File: src/rtl/coreaxi4dmacontroller_dscrptr_rd_master.sv
// AXI4 read master for external descriptor fetches. It issues one INCR burst per
// request and packs the returned 32-bit beats into a single descriptor word.
module coreaxi4dmacontroller_dscrptr_rd_master #(
   parameter int ID_WIDTH      = 1,
   parameter int ADDR_WIDTH    = 32,
   parameter int DSCRPTR_WIDTH = 133
) (
   input  logic                     clock,
   input  logic                     reset,
   input  logic                     rdReq,
   input  logic [ADDR_WIDTH-1:0]    rdAddr,
   output logic                     rdDone,
   output logic [1:0]               rdResp,
   output logic [DSCRPTR_WIDTH-1:0] rdDscrptr,
   output logic [ID_WIDTH-1:0]      ARID,
   output logic [ADDR_WIDTH-1:0]    ARADDR,
   output logic [7:0]               ARLEN,
   output logic [2:0]               ARSIZE,
   output logic [1:0]               ARBURST,
   output logic                     ARVALID,
   input  logic                     ARREADY,
   input  logic [31:0]              RDATA,
   input  logic [1:0]               RRESP,
   input  logic                     RLAST,
   input  logic                     RVALID,
   output logic                     RREADY
);

   localparam int NUM_BEATS = (DSCRPTR_WIDTH + 31) / 32;
   localparam int CNT_W     = $clog2(NUM_BEATS + 1);
   localparam logic [CNT_W-1:0] LAST_BEAT  = CNT_W'(NUM_BEATS - 1);
   localparam logic [CNT_W-1:0] BEAT_LIMIT = CNT_W'(NUM_BEATS);

   typedef enum logic [3:0] {
      IDLE = 4'b0001,
      ADDR = 4'b0010,
      DATA = 4'b0100,
      DONE = 4'b1000
   } stateT;

   stateT state, nextState;
   logic [CNT_W-1:0] beatCnt;
   logic reqAccept;
   logic beatAccept;

   assign reqAccept  = (state == IDLE) && rdReq;
   assign beatAccept = (state == DATA) && RVALID;

   assign ARID    = '0;
   assign ARLEN   = 8'(NUM_BEATS - 1);
   assign ARSIZE  = 3'b010;
   assign ARBURST = 2'b01;

   // Handshake outputs decode straight from the one-hot state flops, so no AXI
   // input ever reaches an AXI output combinationally.
   assign ARVALID = (state == ADDR);
   assign RREADY  = (state == DATA);
   assign rdDone  = (state == DONE);

   always_ff @(posedge clock or posedge reset) begin
      if (reset) state <= IDLE;
      else       state <= nextState;
   end

   always_comb begin
      nextState = state;
      case (state)
         IDLE:    if (rdReq) nextState = ADDR;
         ADDR:    if (ARREADY) nextState = DATA;
         DATA:    if (RVALID && RLAST) nextState = DONE;
         DONE:    nextState = IDLE;
         default: nextState = IDLE;
      endcase
   end

   // Beat counter saturates at NUM_BEATS so overrun beats are recognisable;
   // both a short burst and an overrun burst are reported as SLVERR.
   always_ff @(posedge clock or posedge reset) begin
      if (reset) begin
         ARADDR  <= '0;
         beatCnt <= '0;
         rdResp  <= 2'b00;
      end else if (reqAccept) begin
         ARADDR  <= rdAddr & ~ADDR_WIDTH'(3);
         beatCnt <= '0;
         rdResp  <= 2'b00;
      end else if (beatAccept) begin
         if (beatCnt < BEAT_LIMIT) beatCnt <= beatCnt + CNT_W'(1);
         if ((beatCnt >= BEAT_LIMIT) || (RLAST && (beatCnt < LAST_BEAT)))
            rdResp <= 2'b10;
         else
            rdResp <= rdResp | RRESP;
      end
   end

   // One storage slice per beat; the final slice keeps only the bits that fit.
   for (genvar n = 0; n < NUM_BEATS; n++) begin : gBeat
      localparam int LO = 32 * n;
      localparam int W  = ((DSCRPTR_WIDTH - LO) > 32) ? 32 : (DSCRPTR_WIDTH - LO);
      logic [W-1:0] word;

      always_ff @(posedge clock or posedge reset) begin
         if (reset)
            word <= '0;
         else if (reqAccept)
            word <= '0;
         else if (beatAccept && (beatCnt == CNT_W'(n)))
            word <= RDATA[W-1:0];
      end

      assign rdDscrptr[LO +: W] = word;
   end

endmodule

File: config.mk
export PLATFORM = sky130hd
export DESIGN_NAME = coreaxi4dmacontroller_dscrptr_rd_master
export DESIGN_NICKNAME = d
export VERILOG_FILES = /design/src/rtl/coreaxi4dmacontroller_dscrptr_rd_master.sv
export SDC_FILE = /design/constraint.sdc
export NUM_CORES = 1
export LEC_CHECK = 0
export ABC_AREA = 1
export CAP_MARGIN = 25
export CORE_UTILIZATION = 38
export DETAILED_ROUTE_END_ITERATION = 10
export DONT_BUFFER_PORTS = 1
export PLACE_DENSITY_LB_ADDON = 0.2
export SLEW_MARGIN = 20
export SYNTH_ARGS = -nofsm -noshare
export SYNTH_HDL_FRONTEND = slang
export SYNTH_SLANG_ARGS = --single-unit
File: constraint.sdc
create_clock -name clock -period 12.76 [get_ports clock]
set_input_delay 3.19 -clock clock [delete_from_list [all_inputs] [get_ports clock]]
set_output_delay 3.19 -clock clock [all_outputs]
set_load 0.01 [all_outputs]
After elaboration in Yosys (flattened, before gate mapping)
Cells that the tools add are included.
- register bits after elaboration: 172
- input port bits: 72
- output and inout bits: 184
- logic and storage cells: 65
- $add $sub $neg: 1
- magnitude comparators: 3
- eq/ne operators: 11
- mux-type cells: 20
- bitwise logic cells: 1
- reduce and logical (&&, ||, !) cells: 20
- operator list (kind ; number):
    $mux 32 ; 8
    $reduce_bool 2->1 ; 7
    $mux 4 ; 3
    $pmux 4 s3 ; 1
    $mux 5 ; 2
    $logic_and 1x1->1 ; 9
    $mux 3 ; 3
    $eq 3x2->1 const B ; 2
    $lt 3x3->1 const B ; 2
    $mux 2 ; 3
    $eq 4x1->1 const B ; 1
    $eq 4x2->1 const B ; 1
    $eq 4x3->1 const B ; 1
    $eq 4x4->1 const B ; 1
    $ne 2x1->1 const B ; 2
    $add 3x1->3 const B ; 1
    $eq 3x1->1 const B ; 1
    $eq 3x3->1 const B ; 1
    $ge 3x3->1 const B ; 1
    $logic_not 3->1 ; 1
    $reduce_and 3->1 ; 1
    $ne 2x2->1 const B ; 1
    $or 2x2->2 ; 1
    $reduce_and 2->1 ; 1
    $logic_or 1x1->1 ; 1

Depth between registers and ports, before layout
Gate-level depths: netlist of run 1.
- depth in word-level cells: 6
- mapped depth: 8
- mapped depth without buffers: 7

Least setup slack after synthesis of run 1
Ideal clock, no wire load.
- path kind: input to register
- start point: in RVALID
- end point: reg gBeat[0].word[28]
- library setup time: 0.066 ns
- arrival: 3.963 ns
- data required time: 12.694 ns
- slack: 8.732 ns
- stages on the path: 6
- buffers on the path: 2
- cell sequence: buf_2 > nand3_2 > nor2_2 > buf_4 > nand3_1 > nand2_1
- longest elaborated chain between the ends: 3
- ends and longest elaborated chain (element ; RTL line ; text):
    start: declaration ; 25 ; input logic RVALID,
    $logic_and 1x1->1 ; 47 ; assign beatAccept = (state == DATA) && RVALID;
    $logic_and 1x1->1 ; 107 ; else if (beatAccept && (beatCnt == CNT_W'(n)))
    $reduce_bool 2->1 (no source line) ; - ;
    end signal: assignment ; 108 ; word <= RDATA[W-1:0];
    end: declaration ; 100 ; logic [W-1:0] word;
No other way between the ends.
A chain may end at the register's enable or synchronous reset.

Final worst setup path of run 1
- start point: in rdReq
- end point: reg gBeat[3].word[1]
- longest elaborated chain between the ends: 2
- elaborated cells between the ends (all ways): 3
- those cells by class: mux: 1; reduce/logical: 2
- ends and longest elaborated chain (element ; RTL line ; text):
    start: declaration ; 10 ; input logic rdReq,
    $logic_and 1x1->1 (*) ; 46 ; assign reqAccept = (state == IDLE) && rdReq;
    $mux 32 / $reduce_bool 2->1 (equally long branches) ; - ;
    end signal: assignment ; 108 ;
    end: declaration ; 100 ;
Every way passes the cells marked *; elsewhere a longest branch is shown, timed or not.

==> qor.csv, run 1 <==
metric,value,unit
critical path's top delay family,buffers and inverters,
CP max stage cell,buf_4,
worst-margin pin slew,0.979,ns
Buffers & Inverters on Critical Path,2,
Die ar.,20200,sq um
worst-case vdd ir drop,103,uV
crit-path cells,nand3_4 > buf_4 > buf_4 > nand4_1 > nand2_1,
Worst setup EP type,flop,
postcts setup bufs,0,
FMAX,0.194,GHz
worst-path fanout max,102,
status,finished clean,
Initial DRT Pass Iterations,5,
vias per inst,5.26,
Die Y,142,microns
Setup Skew,0.0116,ns
Layout Nets,868,
top post-synthesis cells by area,"dfrtp_1, nand3_1, nand2_1",
Syn-to-layout area delta,7.70,%
CTS Buf Count,17,
DR vias,5591,
clock sink count,172,
data arrival time of the worst path,5.51,ns
fill count,1892,
max-cap viol count,0,
Leak,4.34,nW
Die X,142,microns
setup TNS,0,ns
Synth area leader,dfrtp_1,
final hold vios,0,
Worst EP required,13.11,ns
Slew Limit Fails,0,
RSZ-0062 raised after global routing,no,
post-synthesis sequential area ratio,57.7,%
"flops & latches, synth",172,
routability cong.,0.742,
DP HPWL,13000,microns
DR DRC count,0,
wire length per cell,19.3,microns
final instance area,8030,sq um
largest net degree at the start of global routing,107,
initial drt markers,389,
WL final,20500,microns
layout cells sized above 1,7.10,%
PortBufs,0,
CTS tree,done,
Clock transition at path regs,0.07,ns
# IOs,256,
core area,19000,sq um
H-tree depth,4,
Max clock buf depth,2,
Initial Util,39.3,%
worst-skew pair later-pin latency,0.42,ns
Tcrit/Tclk final,40.5,%
CP Launch Type,input port,
# rows,50,
hold crit path type,flop to flop,
post-route setup slack,7.59,ns
global-route wire length before repair,31800,microns
Synth warnings,0,
"Avg Cell Area, Syn",8.96,sq um
ANT nets after route,0,
top cell type's share of synthesized area,57.4,%
Max-slew headroom,34.7,%
Placed Area,7470,sq um
kind of critical path,input port to flop,
Cell variety after synth,22,
final worst path period need,5.17,ns
"slowest stage delay, CP",0.86,ns
synthesized instance count,832,
post-cts resize count,0,
"Setup violations, final",0,
pre-CTS setup slack,7.17,ns
all-layer global routing usage,20.7,%
initial antenna violation count,0,
Pwr Density,177,nW/um^2
Antenna Diode Count,0,
Worst path most repeated cell,buf_4,
"Hold-fix buffers, CTS",0,
synthesized cell area,7460,sq um
vias in the first global route,5380,
CTS root buffer,clkbuf_16,
total congestion overflow,0,
==> layout make-up <==
cell class	count	area, sq um	area share [%]
multi-input cells	547	2610	32.5
clock buffers	17	425	5.30
well taps	260	325	4.05
inverters	46	178	2.21
repair buffers	7	52.6	0.654
flip-flops and latches	172	4310	53.6
clock inverters	14	135	1.68
==> placed cells by master (no fill, tap or decap), types with 2 or more instances in the layout <==
| cell | instances |
|---|---|
| buf_4 | 7 |
| clkbuf_16 | 17 |
| clkinv_2 | 2 |
| clkinv_4 | 3 |
| clkinvlp_4 | 3 |
| conb_1 | 16 |
| dfrtp_1 | 171 |
| ha_1 | 4 |
| inv_1 | 42 |
| inv_2 | 3 |
| inv_6 | 5 |
| nand2_1 | 192 |
| nand3_1 | 242 |
| nand3_2 | 4 |
| nand4_1 | 34 |
| nor2_1 | 8 |
| nor2_2 | 5 |
| nor2_4 | 3 |
| nor3_1 | 2 |
| o21ai_0 | 10 |
| o21ai_1 | 23 |
==> stage by stage <==
| step | util (%) | std cells | hold slack (ns) | power (mW) |
|---|---|---|---|---|
| after floorplan | - | 846 | 0.508 | 0.892 |
| after global placement | 39.4 | 1032 | 0.540 | 0.926 |
| after detailed placement | 39.4 | 1032 | 0.550 | 0.931 |
| after CTS | 42.4 | 1063 | 0.565 | 1.43 |
| after global routing | 42.4 | 1063 | 0.577 | 1.50 |
| final | 42.4 | 1063 | 0.558 | 1.42 |
==> Yosys cell counts <==
library cell / number
nand3_2: 2
o21ai_1: 23
conb_1: 2
nand3b_1: 1
ha_1: 5
dfstp_2: 1
nand4_1: 34
buf_2: 47
nor2_1: 8
nor2_4: 1
buf_4: 25
o21ai_0: 10
inv_2: 3
inv_1: 43
dfrtp_1: 171
nand2_1: 192
nor3_1: 2
nand3_1: 245
a21oi_1: 1
buf_1: 3
clkbuf_1: 6
nor2_2: 7
==> cells by family (layout without fill, tap and decap cells) <==
family | Yosys count | count (layout) | synth area share, %
compound gates | 34 | 34 | 2.28
fa+ha+maj | 5 | 5 | 0.839
buf+inv | 127 | 84 | 8.44
flops | 172 | 172 | 57.7
other cells | 2 | 16 | 0.101
simple gates | 492 | 492 | 30.6
==> flip-flops by register name, indices dropped and copies added, names as in the netlist <==
name,cells
gBeat.word,133
ARADDR,30
state,4
beatCnt,3
rdResp,2
==> path summary, 6_finish.rpt <==
path	startpoint	endpoint	slack, ns	depth (start not counted)
min in group asynchronous	reset	gBeat[2].word[7]	2.71	1
max	rdReq	gBeat[3].word[1]	7.59	5
min	ARADDR[12]	ARADDR[12]	0.56	2
max in group asynchronous	reset	gBeat[0].word[25]	8.79	2
min reg2reg	ARADDR[12]	ARADDR[12]	0.56	2
max reg2reg	state[2]	gBeat[3].word[1]	9.82	6
==> report_power, final <==
| part | leakage (nW) | total (mW) | switching, mW | internal [mW] |
|---|---|---|---|---|
| sequential | 2.35 | 0.685 | 0.0767 | 0.609 |
| combinational | 1.72 | 0.232 | 0.184 | 0.0481 |
| clock | 0.268 | 0.503 | 0.231 | 0.272 |
| total | 4.34 | 1.42 | 0.492 | 0.929 |
==> metal layers <==
metal | part of all wire [%] | up-vias | track usage (%)
li1 | - | 2657 | -
met1 | 41 | 2696 | 26.3
met2 | 47 | 230 | 32.7
met3 | 11 | 8 | 9.05
met4 | 0.62 | 0 | 4.07
met5 | 0 | - | 0
==> tightest hold or removal path, stage by stage (launching register included) <==
cell and delay (ns):
dfrtp_1 0.40, nand2_1 0.06, o21ai_0 0.06
Note: power is estimated with default switching activity, not from simulation.
==> run 2, diff against run 1 <==
- clock period: 12.76 -> 4.31 ns (I/O delays scaled with it)
==> run 2 against run 1 <==
Critical path depth unchanged. Via count increased by 1.4%. Utilization increased by 0.71 points. First-iteration DRC count decreased by 1.8%. Clock power increased to 3.2 times the previous value. Global-route usage decreased by 0.057 points. Flip-flop and latch count unchanged. Total power increased to 3.1 times the previous value. Register-to-register slack got worse by 8.1 ns. Wire length about the same. Hold slack got worse by 0.0019 ns. Clock-buffer cell count unchanged.
==> qor.csv, run 2 (synthesis results as in run 1) <==
metric,value,unit,change
DR vias,5670,,was 5591
Pwr Density,539,nW/um^2,was 177 nW/um^2
max reg flops,133,,unchanged
CTS tree,done,,unchanged
worst-path fanout max,33,,was 102
"slowest stage delay, CP",0.81,ns,was 0.86 ns
Layout Nets,873,,was 868
worst-case vdd ir drop,340,uV,was 103 uV
DP HPWL,13100,microns,was 13000 microns
all-layer global routing usage,20.6,%,was 20.7%
Slew Limit Fails,0,,unchanged
FMAX,0.383,GHz,
met3 wire length,2170,microns,was 2270 microns
biggest regs,"gBeat.word (133), ARADDR (30), state (4)",,unchanged
WL final,20500,microns,about the same
Die ar.,20200,sq um,unchanged
max-cap viol count,0,,unchanged
core area,19000,sq um,unchanged
routability cong.,0.785,,was 0.742
Syn-to-layout area delta,9.50,%,was 7.70%
"most common cell after layout, fill and taps aside",nand3_1,,unchanged
vias per inst,5.31,,was 5.26
status,finished clean,,unchanged
total power,4.40,mW,was 1.42 mW
final worst path period need,2.61,ns,
"Setup violations, final",0,,unchanged
Tcrit/Tclk final,60.6,%,
"Hold-fix buffers, CTS",0,,unchanged
CP max stage cell,nand3_2,,was buf_4
worst hold slack,0.556,ns,was 0.558 ns
crit-path cells,ha_1 > ha_2 > nand3_2 > nand3_1 > nand2_1,,was nand3_4 > buf_4 > buf_4 > nand4_1 > nand2_1
initial drt markers,382,,was 389
PortBufs,0,,unchanged
RSZ-0062 raised after global routing,no,,unchanged
initial antenna violation count,0,,unchanged
final instance area,8170,sq um,was 8030 sq um
kind of critical path,flop to flop,,was input port to flop
Clock transition at path regs,0.07,ns,about the same
Top reg by flops,gBeat.word,,unchanged
Worst setup EP type,flop,,unchanged
Leak,4.40,nW,was 4.34 nW
CTS Buf Count,17,,unchanged
R2R setup slack,1.70,ns,was 9.82 ns
setup TNS,0,ns,unchanged
Max-slew headroom,37.8,%,was 34.7%
wire length per cell,19.2,microns,was 19.3 microns
Setup Skew,0.00765,ns,was 0.0116 ns
CTS root buffer,clkbuf_16,,unchanged
top sig layer,met4,,unchanged
clock sink count,172,,unchanged
data arrival time of the worst path,2.92,ns,was 5.51 ns
Max clock buf depth,2,,unchanged
post-cts resize count,0,,unchanged
# rows,50,,unchanged
Final Core Density,43.1,%,was 42.4%
Worst EP required,4.62,ns,was 13.11 ns
hold crit path type,flop to flop,,unchanged
final hold vios,0,,unchanged
"leading cell types in the layout, fill and taps excluded","nand3_1, nand2_1, dfrtp_1",,unchanged
total congestion overflow,0,,unchanged
Placed Area,7560,sq um,was 7470 sq um
Antenna Diode Count,0,,unchanged
DR DRC count,0,,unchanged
H-tree depth,4,,unchanged
fill count,1855,,was 1892
Initial DRT Pass Iterations,4,,was 5
CP Launch Type,flop,,was input port
vias in the first global route,5382,,was 5380
wire length on met2,9790,microns,was 9630 microns
ANT nets after route,0,,unchanged
postcts setup bufs,0,,unchanged
Die Y,142,microns,unchanged
wire length on met1,8410,microns,was 8510 microns
worst-margin pin slew,0.931,ns,was 0.979 ns
largest net degree at the start of global routing,105,,was 107
layout cells sized above 1,7.55,%,was 7.10%
worst-skew pair later-pin latency,0.43,ns,was 0.42 ns
Initial Util,39.3,%,unchanged
# IOs,256,,unchanged
global-route wire length before repair,31600,microns,was 31800 microns
Die X,142,microns,unchanged
run 2: changes by cell type in the layout (fill, tap and decap cells not counted), sizes merged:
cell    delta
buf        +5
clkinv     -2
bufinv     +2
run 2: layout make-up:
type	instances	area (sq um)	share of cell area [%]
inverters	46	176	2.16
repair buffers	12	140	1.72
clock inverters	14	183	2.24
flip-flops and latches	172	4310	52.7
multi-input cells	547	2610	32.0
well taps	260	325	3.98
clock buffers	17	425	5.21
run 2: worst paths after layout:
| path | start | to | cells past startpoint |
|---|---|---|---|
| worst min-delay path | ARADDR[13] | ARADDR[13] | 2 |
| min in group asynchronous | reset | gBeat[1].word[5] | 2 |
| worst max register to register | beatCnt[1] | gBeat[3].word[1] | 5 |
| worst max-delay path | beatCnt[1] | gBeat[3].word[1] | 5 |
| worst min register to register | ARADDR[13] | ARADDR[13] | 2 |
| max in group asynchronous | reset | gBeat[0].word[26] | 2 |
run 2: power by group:
part           switching [mW]  internal (mW)
sequential              0.228           1.80
combinational           0.561          0.196
clock                   0.689          0.924
run 2: critical path, delay by kind of cell (launching register included):
kind,cells,cell delay (ns)
flops,1,0.44
fa+ha+maj,2,0.87
simple gates,3,1.18
run 2: per-stage QoR:
step	std cells	setup slack, ns
global route	1068	1.43
floorplan	846	1.04
detailed placement	1037	1.69
CTS	1068	1.68
finish	1068	1.70
global placement	1037	1.68
run 2: layer usage:
metal  global-route usage (%)  vias up
met5                        0        -
met1                     25.8     2757
met2                     32.8      229
met4                     5.89        0
li1                         -     2674
met3                     8.31       10
